## config.mk

```make
export PLATFORM = sky130hd
export DESIGN_NAME = alu_issue_queue
export DESIGN_NICKNAME = d
export VERILOG_FILES = /design/src/rtl/alu_issue_queue.sv
export SDC_FILE = /design/constraint.sdc
export NUM_CORES = 1
export LEC_CHECK = 0
export BUFFER_PORTS_ARGS = -buffer_cell sky130_fd_sc_hd__buf_2
export CORE_ASPECT_RATIO = 0.7
export CORE_MARGIN = 5
export CORE_UTILIZATION = 32
export DETAILED_ROUTE_END_ITERATION = 12
export GPL_TIMING_DRIVEN = 0
export MAX_ROUTING_LAYER = met4
export PLACE_DENSITY = 0.54
export SLEW_MARGIN = 15
export SYNTH_ARGS = -nofsm -noshare
export SYNTH_HDL_FRONTEND = slang
export SYNTH_SLANG_ARGS = --single-unit
```

## constraint.sdc

```tcl
create_clock -name clk -period 3.1 [get_ports clk]
set_clock_uncertainty 0.1 [all_clocks]
set_input_delay 0.155 -clock clk [delete_from_list [all_inputs] [get_ports clk]]
set_output_delay 0.155 -clock clk [all_outputs]
set_load 0.1 [all_outputs]
```

## src/rtl/alu_issue_queue.sv

```systemverilog
// Issue queue in front of a combinational 32-bit ALU: FIFO-buffered requests, one issue per cycle,
// registered result slot with valid/ready and a sequence tag. Optional same-cycle bypass: ALU_ISSUE_BYPASS_EN.
module alu_issue_queue #(
    parameter int DATA_W = 32,
    parameter int DEPTH  = 4,
    parameter int TAG_W  = 8
) (
    input  logic                     clk,
    input  logic                     rst_n,
    input  logic                     in_valid,
    output logic                     in_ready,
    input  logic [2:0]               in_opcode,
    input  logic [DATA_W-1:0]        in_a,
    input  logic [DATA_W-1:0]        in_b,
    output logic                     alu_en,
    output logic [2:0]               alu_opcode,
    output logic [DATA_W-1:0]        alu_a,
    output logic [DATA_W-1:0]        alu_b,
    input  logic [DATA_W-1:0]        alu_result,
    output logic                     out_valid,
    input  logic                     out_ready,
    output logic [DATA_W-1:0]        out_result,
    output logic [2:0]               out_opcode,
    output logic [TAG_W-1:0]         out_tag,
    output logic [$clog2(DEPTH):0]   count
);

    localparam int AW = $clog2(DEPTH);
    localparam int CW = AW + 1;

    typedef enum logic [1:0] {
        ST_EMPTY   = 2'd0,
        ST_RUN     = 2'd1,
        ST_BLOCKED = 2'd2
    } state_e;

    logic [2:0]        op_mem_q [DEPTH];
    logic [DATA_W-1:0] a_mem_q  [DEPTH];
    logic [DATA_W-1:0] b_mem_q  [DEPTH];

    logic [AW-1:0]     wr_ptr_q, rd_ptr_q;
    logic [CW-1:0]     count_q, count_d;
    logic [TAG_W-1:0]  tag_q;
    logic              out_valid_q, out_valid_d;
    logic [DATA_W-1:0] out_result_q;
    logic [2:0]        out_opcode_q;
    logic [TAG_W-1:0]  out_tag_q;
    state_e            state_q, state_d;

    logic fifo_empty_s, slot_free_s, push_s, issue_fifo_s, bypass_s, issue_s;

    assign fifo_empty_s = (count_q == {CW{1'b0}});
    assign slot_free_s  = !out_valid_q || out_ready;
    // in_ready looks only at occupancy, so a full FIFO refuses input even on a popping cycle.
    assign in_ready     = (count_q < CW'(DEPTH));
    assign issue_fifo_s = !fifo_empty_s && slot_free_s;

`ifdef ALU_ISSUE_BYPASS_EN
    assign bypass_s = fifo_empty_s && in_valid && slot_free_s;
`else
    assign bypass_s = 1'b0;
`endif

    assign issue_s = issue_fifo_s || bypass_s;
    assign push_s  = in_valid && in_ready && !bypass_s;

    assign out_valid  = out_valid_q;
    assign out_result = out_result_q;
    assign out_opcode = out_opcode_q;
    assign out_tag    = out_tag_q;
    assign count      = count_q;

    // ALU drive: FIFO head, bypassed input, or all-zero when idle.
    always_comb begin
        alu_en     = 1'b0;
        alu_opcode = 3'd0;
        alu_a      = {DATA_W{1'b0}};
        alu_b      = {DATA_W{1'b0}};
        if (issue_fifo_s) begin
            alu_en     = 1'b1;
            alu_opcode = op_mem_q[rd_ptr_q];
            alu_a      = a_mem_q[rd_ptr_q];
            alu_b      = b_mem_q[rd_ptr_q];
        end else if (bypass_s) begin
            alu_en     = 1'b1;
            alu_opcode = in_opcode;
            alu_a      = in_a;
            alu_b      = in_b;
        end else begin
            alu_en     = 1'b0;
        end
    end

    // Next occupancy and result-slot valid.
    always_comb begin
        count_d     = count_q;
        out_valid_d = out_valid_q;
        case ({push_s, issue_fifo_s})
            2'b10:   count_d = count_q + CW'(1);
            2'b01:   count_d = count_q - CW'(1);
            default: count_d = count_q;
        endcase
        if (issue_s) begin
            out_valid_d = 1'b1;
        end else if (out_ready) begin
            out_valid_d = 1'b0;
        end else begin
            out_valid_d = out_valid_q;
        end
    end

    // Status classification from the post-edge occupancy and slot state.
    always_comb begin
        state_d = state_q;
        case (state_q)
            ST_EMPTY, ST_RUN, ST_BLOCKED: begin
                if ((count_d == {CW{1'b0}}) && !out_valid_d) begin
                    state_d = ST_EMPTY;
                end else if (out_valid_d && !out_ready && (count_d != {CW{1'b0}})) begin
                    state_d = ST_BLOCKED;
                end else begin
                    state_d = ST_RUN;
                end
            end
            default: state_d = ST_EMPTY;
        endcase
    end

    // Status state register.
    always_ff @(posedge clk or negedge rst_n) begin
        if (!rst_n) begin
            state_q <= ST_EMPTY;
        end else begin
            state_q <= state_d;
        end
    end

    // FIFO storage and pointers.
    always_ff @(posedge clk or negedge rst_n) begin
        if (!rst_n) begin
            for (int i = 0; i < DEPTH; i++) begin
                op_mem_q[i] <= 3'd0;
                a_mem_q[i]  <= {DATA_W{1'b0}};
                b_mem_q[i]  <= {DATA_W{1'b0}};
            end
            wr_ptr_q <= {AW{1'b0}};
            rd_ptr_q <= {AW{1'b0}};
            count_q  <= {CW{1'b0}};
        end else begin
            if (push_s) begin
                op_mem_q[wr_ptr_q] <= in_opcode;
                a_mem_q[wr_ptr_q]  <= in_a;
                b_mem_q[wr_ptr_q]  <= in_b;
                wr_ptr_q           <= wr_ptr_q + AW'(1);
            end
            if (issue_fifo_s) begin
                rd_ptr_q <= rd_ptr_q + AW'(1);
            end
            count_q <= count_d;
        end
    end

    // Result slot capture and tag counter.
    always_ff @(posedge clk or negedge rst_n) begin
        if (!rst_n) begin
            out_valid_q  <= 1'b0;
            out_result_q <= {DATA_W{1'b0}};
            out_opcode_q <= 3'd0;
            out_tag_q    <= {TAG_W{1'b0}};
            tag_q        <= {TAG_W{1'b0}};
        end else begin
            out_valid_q <= out_valid_d;
            if (issue_s) begin
                out_result_q <= alu_result;
                out_opcode_q <= alu_opcode;
                out_tag_q    <= tag_q;
                tag_q        <= tag_q + TAG_W'(1);
            end
        end
    end

endmodule

```

==> flow_summary.yaml, run 1 <==
yosys:
  synth_area_sq_um: 14500
  synth_top_area_share_pct: 56.3
  synth_cell_type_count: 29
  ys_seq_area_share_pct: 56.3
  synth_cells: 892
  synth_area_leaders: "dfrtp_1 56%, mux2_2 22%, mux4_2 10%"
  syn-num-nets: 1002
  ys_seq_elements: 327
  avgSynthCellArea_sq_um: 16.3
  yosysTopAreaCell: "dfrtp_1"
  yosys_warnings: 0
floorplan:
  die_w_microns: 265
  die_h_microns: 188
  start_util_pct: 32.3
  core-area_sq_um: 45000
  num_io_pins: 219
  fp.dieArea_sq_um: 49900
  rows: 65
cells_and_area:
  finish.utilization_pct: 41.4
  finalNetCount: 1361
  final_cells: 1881
  drive_gt1_share_pct: 55.4
  syn_to_final_growth_pct: 28.2
  fin_area_sq_um: 18600
detailed_routing:
  m1WireLength_microns: 18300
  ant_nets: 0
  initialDrtViolationCount: 370
  wl_microns: 38000
  drc: 0
  first_pass_iters: 4
  wl_per_cell_microns: 20.2
  dr_wl_met2_microns: 17100
  wl_met3_microns: 1850
  via_count: 8881
  dr.max_layer_used: "met4"
  vias_per_cell: 4.72
global_routing:
  grt_antenna_before_repair: 1
  grt_overflow_total: 0
  grt_util_all_layers_pct: 15.7
  grt_max_degree: 101
  grt_pass1_vias: 9942
  grt_pass1_wl_microns: 60400
place:
  place_inst: 1716
  dpl_cell_area_sq_um: 16500
  hpwl_microns: 25200
  numPortBuffers: 218
  place_congestion: 0.747
clock_tree:
  cts_num_sinks: 327
  clkLatencyLatePin_ns: 0.52
  cts_tree: "built"
  root_buffer: "clkbuf_16"
  ctsHtreeMaxLevel: 2
  clockBufferDepth: 3
  numCtsBuffers: 36
  postCtsSetupBuffers: 0
  clk_pin_slew_ns: 0.06
sta:
  setup_violations: 0
  finalMaxSlewViolations: 0
  rsz0062_at_grt: "false"
  min_period_ns: 2.93
  tightest_slew_ns: 0.766
  fmax_mhz: 341
  final.period_utilization_pct: 94.5
  slew_headroom_pct: 48.6
  hold_viol_final: 0
  whs_ns: 0.0316
setup_path:
  setup.worst_path.end_class: "output port"
  critPathMaxFanout: 10
  worstPathArrival_ns: 2.68
  cp_data_required_time_ns: 2.84
  path_class: "flip-flop to output port"
  critPathLaunchType: "flip-flop"
job:
  cap_violations: 0
hold_path:
  holdCritPathClass: "primary input to async pin"
run_status:
  status: "completed"
Yosys cell counts:
master,number
a21o_1,3
and3_1,67
buf_12,3
buf_2,25
buf_4,15
buf_6,6
clkbuf_1,15
dfrtp_1,327
fa_1,1
ha_1,6
inv_1,7
inv_6,1
mux2_2,280
mux2_4,29
mux2i_1,1
mux4_2,67
nand2_1,7
nand2_8,1
nand2b_1,1
nand3_1,5
nand4_1,1
nor2_1,1
nor2b_1,2
nor3_1,3
nor4_1,3
o21ai_0,1
or3_1,1
xnor2_1,7
xor2_1,6
per-stage QoR:
step / setup slack [ns] / setup TNS, ns
6_report: 0.170 / 0
5_1_grt: 0.00210 / 0
4_1_cts: 0.0157 / 0
3_5_place_dp: 0.475 / 0
3_3_place_gp: -4.79 / -1547.64
2_1_floorplan: 0.209 / 0
sequential cells by signal (all words and copies together) (netlist names):
| register | flops |
|---|---|
| wr_ptr_q | 2 |
| a_mem_q | 128 |
| rd_ptr_q | 2 |
| b_mem_q | 128 |
| out_tag | 8 |
| out_result | 32 |
| out_valid | 1 |
| op_mem_q | 12 |
| count | 3 |
| out_opcode | 3 |
| tag_q | 8 |
metal layers:
metal / vias up / GRT usage, %
met5: - / -
met4: 0 / 3.16
met3: 50 / 3.35
li1: 4021 / -
met2: 157 / 23.9
met1: 4653 / 22.1
path summary, 6_finish.rpt:
check                                 start           end  slack (ns)  depth (start not counted)
worst max-delay path            rd_ptr_q[1]     alu_b[12]        0.17                          5
worst min-delay path                  rst_n   b_mem_q[77]        0.03                          2
worst max register to register    out_valid      count[2]        0.71                         11
worst min register to register     tag_q[7]      tag_q[7]        0.37                          1
max in group asynchronous             rst_n  a_mem_q[121]        1.54                          4
min in group clk                  out_ready      tag_q[3]        0.06                          4
cell usage in the layout, fill, tap and decap left out, types with 3 or more instances in the layout:
cell / instances
nor3_1: 3
dfrtp_1: 327
mux2_2: 280
clkbuf_1: 19
buf_6: 6
and3_1: 67
inv_1: 7
mux2_4: 29
xnor2_1: 7
xor2_1: 6
a21o_1: 3
buf_16: 3
clkbuf_4: 4
buf_2: 238
buf_12: 3
dlygate4sd3_1: 100
clkbuf_16: 37
clkinv_2: 7
clkbuf_8: 10
mux4_2: 67
nand2_1: 7
buf_4: 15
nand3_1: 5
clkbuf_2: 3
nor4_1: 3
ha_1: 6
what timing repair did:
item,CTS,global route
gates resized for setup,1,8
endpoints found under the setup margin,10,13
hold buffers,100,0
hold endpoints to repair,429,0
cell type report:
class | instances | area (sq um)
Tap cell | 603 | 754
Timing Repair Buffer | 321 | 2190
Clock buffer | 54 | 1090
Clock inverter | 9 | 51.3
Fill cell | 4170 | 26300
Sequential cell | 327 | 8180
Buffer | 64 | 428
Antenna cell | 2 | 5.00
Multi-Input combinational cell | 493 | 5900
Inverter | 8 | 35.0
logic make-up after synthesis:
logic type	synth area share, %
multiplexers	35.1
flip-flops	56.3
AND/OR/NAND/NOR	3.85
buffers and inverters	3.14
XOR/XNOR	0.783
adder cells (fa/ha/maj)	0.654
AO/OA/AOI/OAI	0.189
worst max-delay path, stage by stage, from the launching register on:
cell and delay [ns]:
dfrtp_1 0.48, buf_2 0.38, buf_2 0.39, mux4_2 0.36, and3_1 0.23, clkbuf_4 0.29
Power of run 1 is not shown: default switching activity piles up to over one toggle a cycle in this logic, so the estimate is an artifact.
==> run 2, diff against run 1 <==
--- a/config.mk
+++ b/config.mk
@@ -7,11 +7,10 @@
 export LEC_CHECK = 0
 export BUFFER_PORTS_ARGS = -buffer_cell sky130_fd_sc_hd__buf_2
 export CORE_ASPECT_RATIO = 0.7
-export CORE_MARGIN = 5
+export CORE_MARGIN = 1.5
 export CORE_UTILIZATION = 32
 export DETAILED_ROUTE_END_ITERATION = 12
 export GPL_TIMING_DRIVEN = 0
-export MAX_ROUTING_LAYER = met4
 export PLACE_DENSITY = 0.54
 export SLEW_MARGIN = 15
 export SYNTH_ARGS = -nofsm -noshare
==> run 2 against run 1 <==
Against the previous run: maximum frequency shrank 0.56%; worst setup slack lost 0.017 ns; design area grew 0.16%; largest cell class unchanged; via count grew 0.74%; utilization grew 0.067 points; final cell count shrank 0.11%; first-iteration DRC count grew 12%.
==> flow_summary.yaml, run 2 (synthesis results as in run 1) <==
clock_tree:
  numCtsBuffers: 37
  clkLatencyLatePin_ns: 0.52
  cts_num_sinks: 327
  root_buffer: "clkbuf_16"
  ctsHtreeMaxLevel: 2
  cts_tree: "built"
  clockBufferDepth: 3
  clk_pin_slew_ns: 0.06
sta:
  final.period_utilization_pct: 95.1
  tightest_slew_ns: 0.767
  fin_setup_tns_ns: 0
  slew_headroom_pct: 48.4
  rsz0062_at_grt: "false"
  min_period_ns: 2.95
  setup_violations: 0
  finalMaxSlewViolations: 0
  worst_slack_ns: 0.153
  hold_viol_final: 0
  fmax_mhz: 339
setup_path:
  setup.worst_path.end_class: "output port"
  crit_top_cell: "buf_2"
  cp_slowest_cell: "dfrtp_1"
  path_buf_inv: 3
  path_class: "flip-flop to output port"
  max_stage_delay_ns: 0.48
  worstPathArrival_ns: 2.69
  cp_data_required_time_ns: 2.84
  worstPathCellList: "buf_2 -> buf_2 -> mux4_2 -> and3_1 -> buf_2"
  crit_family: "buffers and inverters"
  critPathLaunchType: "flip-flop"
  critPathMaxFanout: 10
detailed_routing:
  vias_per_cell: 4.76
  via_count: 8947
  first_pass_iters: 4
  drc: 0
  initialDrtViolationCount: 416
  wl_microns: 37000
  ant_nets: 0
  wl_per_cell_microns: 19.7
cells_and_area:
  finalNetCount: 1363
  num-fill-cells: 4175
  register_area_sq_um: 8180
  final_common_cell: "dfrtp_1"
  layout_common_cells: "327 x dfrtp_1, 280 x mux2_2, 242 x buf_2, 101 x dlygate4sd3_1"
  drive_gt1_share_pct: 55.1
  syn_to_final_growth_pct: 28.4
  multiInputGateArea_sq_um: 5900
global_routing:
  grtUsageMet3_pct: 3.03
  grt_overflow_total: 0
  use_met2_pct: 25.5
  grt_max_degree: 99
  grt_pass1_wl_microns: 58100
  use_met1_pct: 22.9
  grt_antenna_before_repair: 3
  grt.busiest_layer: "met2"
  grt_util_all_layers_pct: 16.1
  grt_pass1_vias: 9509
floorplan:
  rows: 65
  die_w_microns: 258
  fp.dieArea_sq_um: 46800
  num_io_pins: 219
  die_h_microns: 181
  start_util_pct: 32.3
  core-area_sq_um: 45000
place:
  hpwl_microns: 25000
  numPortBuffers: 218
  place_congestion: 0.740
  post-place-ws_ns: 0.523
run_status:
  status: "completed"
job:
  cap_violations: 0
hold_path:
  holdCritPathClass: "primary input to flip-flop"
[run 2: changes by cell type in the layout (fill, tap and decap cells not counted), sizes merged]
cell and delta:
buf +5, bufinv +2, clkbuf -9, clkinv -3
clkinvlp +1, diode +1, dlygate4sd3 +1
[run 2: path summary, 6_finish.rpt]
kind                        startpoint          end  slack [ns]  cells after the start
setup / recovery           rd_ptr_q[1]     alu_b[4]        0.15                      5
hold / removal                in_valid  wr_ptr_q[0]        0.08                      4
setup reg to reg             out_valid     count[2]        0.62                     11
hold reg to reg               tag_q[7]     tag_q[7]        0.36                      1
max in group asynchronous        rst_n  a_mem_q[14]        1.92                      4
min in group asynchronous        rst_n  b_mem_q[47]        0.14                      3
[run 2: layout make-up]
cell class,instances,share of cell area (%)
flip-flops and latches,327,43.8
multi-input cells,493,31.6
repair buffers,323,11.9
clock buffers,50,5.60
well taps,603,4.04
plain buffers,63,2.24
clock inverters,9,0.556
inverters,8,0.188
diodes,3,0.0402
[run 2: worst min-delay path: cells and delay by family]
family	cells	cell delay [ns]
and+or+nand+nor	1	0.10
buffers and inverters	2	0.31
xor gates and xnor gates	1	0.09
[run 2: layer usage]
metal  share of wire (%)  vias to the layer above  routed length, microns
met5                   0                        -                       0
met4                 1.5                        0                     558
met3                 4.0                       40                    1490
met2                  47                      167                   17500
met1                  47                     4723                   17500
li1                    -                     4017                       -
[run 2: stage by stage]
step,util [%],instances,area (sq um),hold slack (ns)
2_1_floorplan,-,892,14500,-0.241
3_3_place_gp,36.4,1713,16400,0.287
3_5_place_dp,36.7,1717,16500,-0.150
4_1_cts,41.5,1876,18700,0.0634
5_1_grt,41.5,1879,18700,0.0971
6_report,41.5,1879,18700,0.0839
[run 2: timing repair]
action	4_1_cts	5_1_grt
endpoints found under the setup margin	10	0
buffers inserted	0	0
hold buffers	101	0
endpoints found under the hold margin	494	0
resized for setup	0	0
Power of run 2 is left out for the same reason.
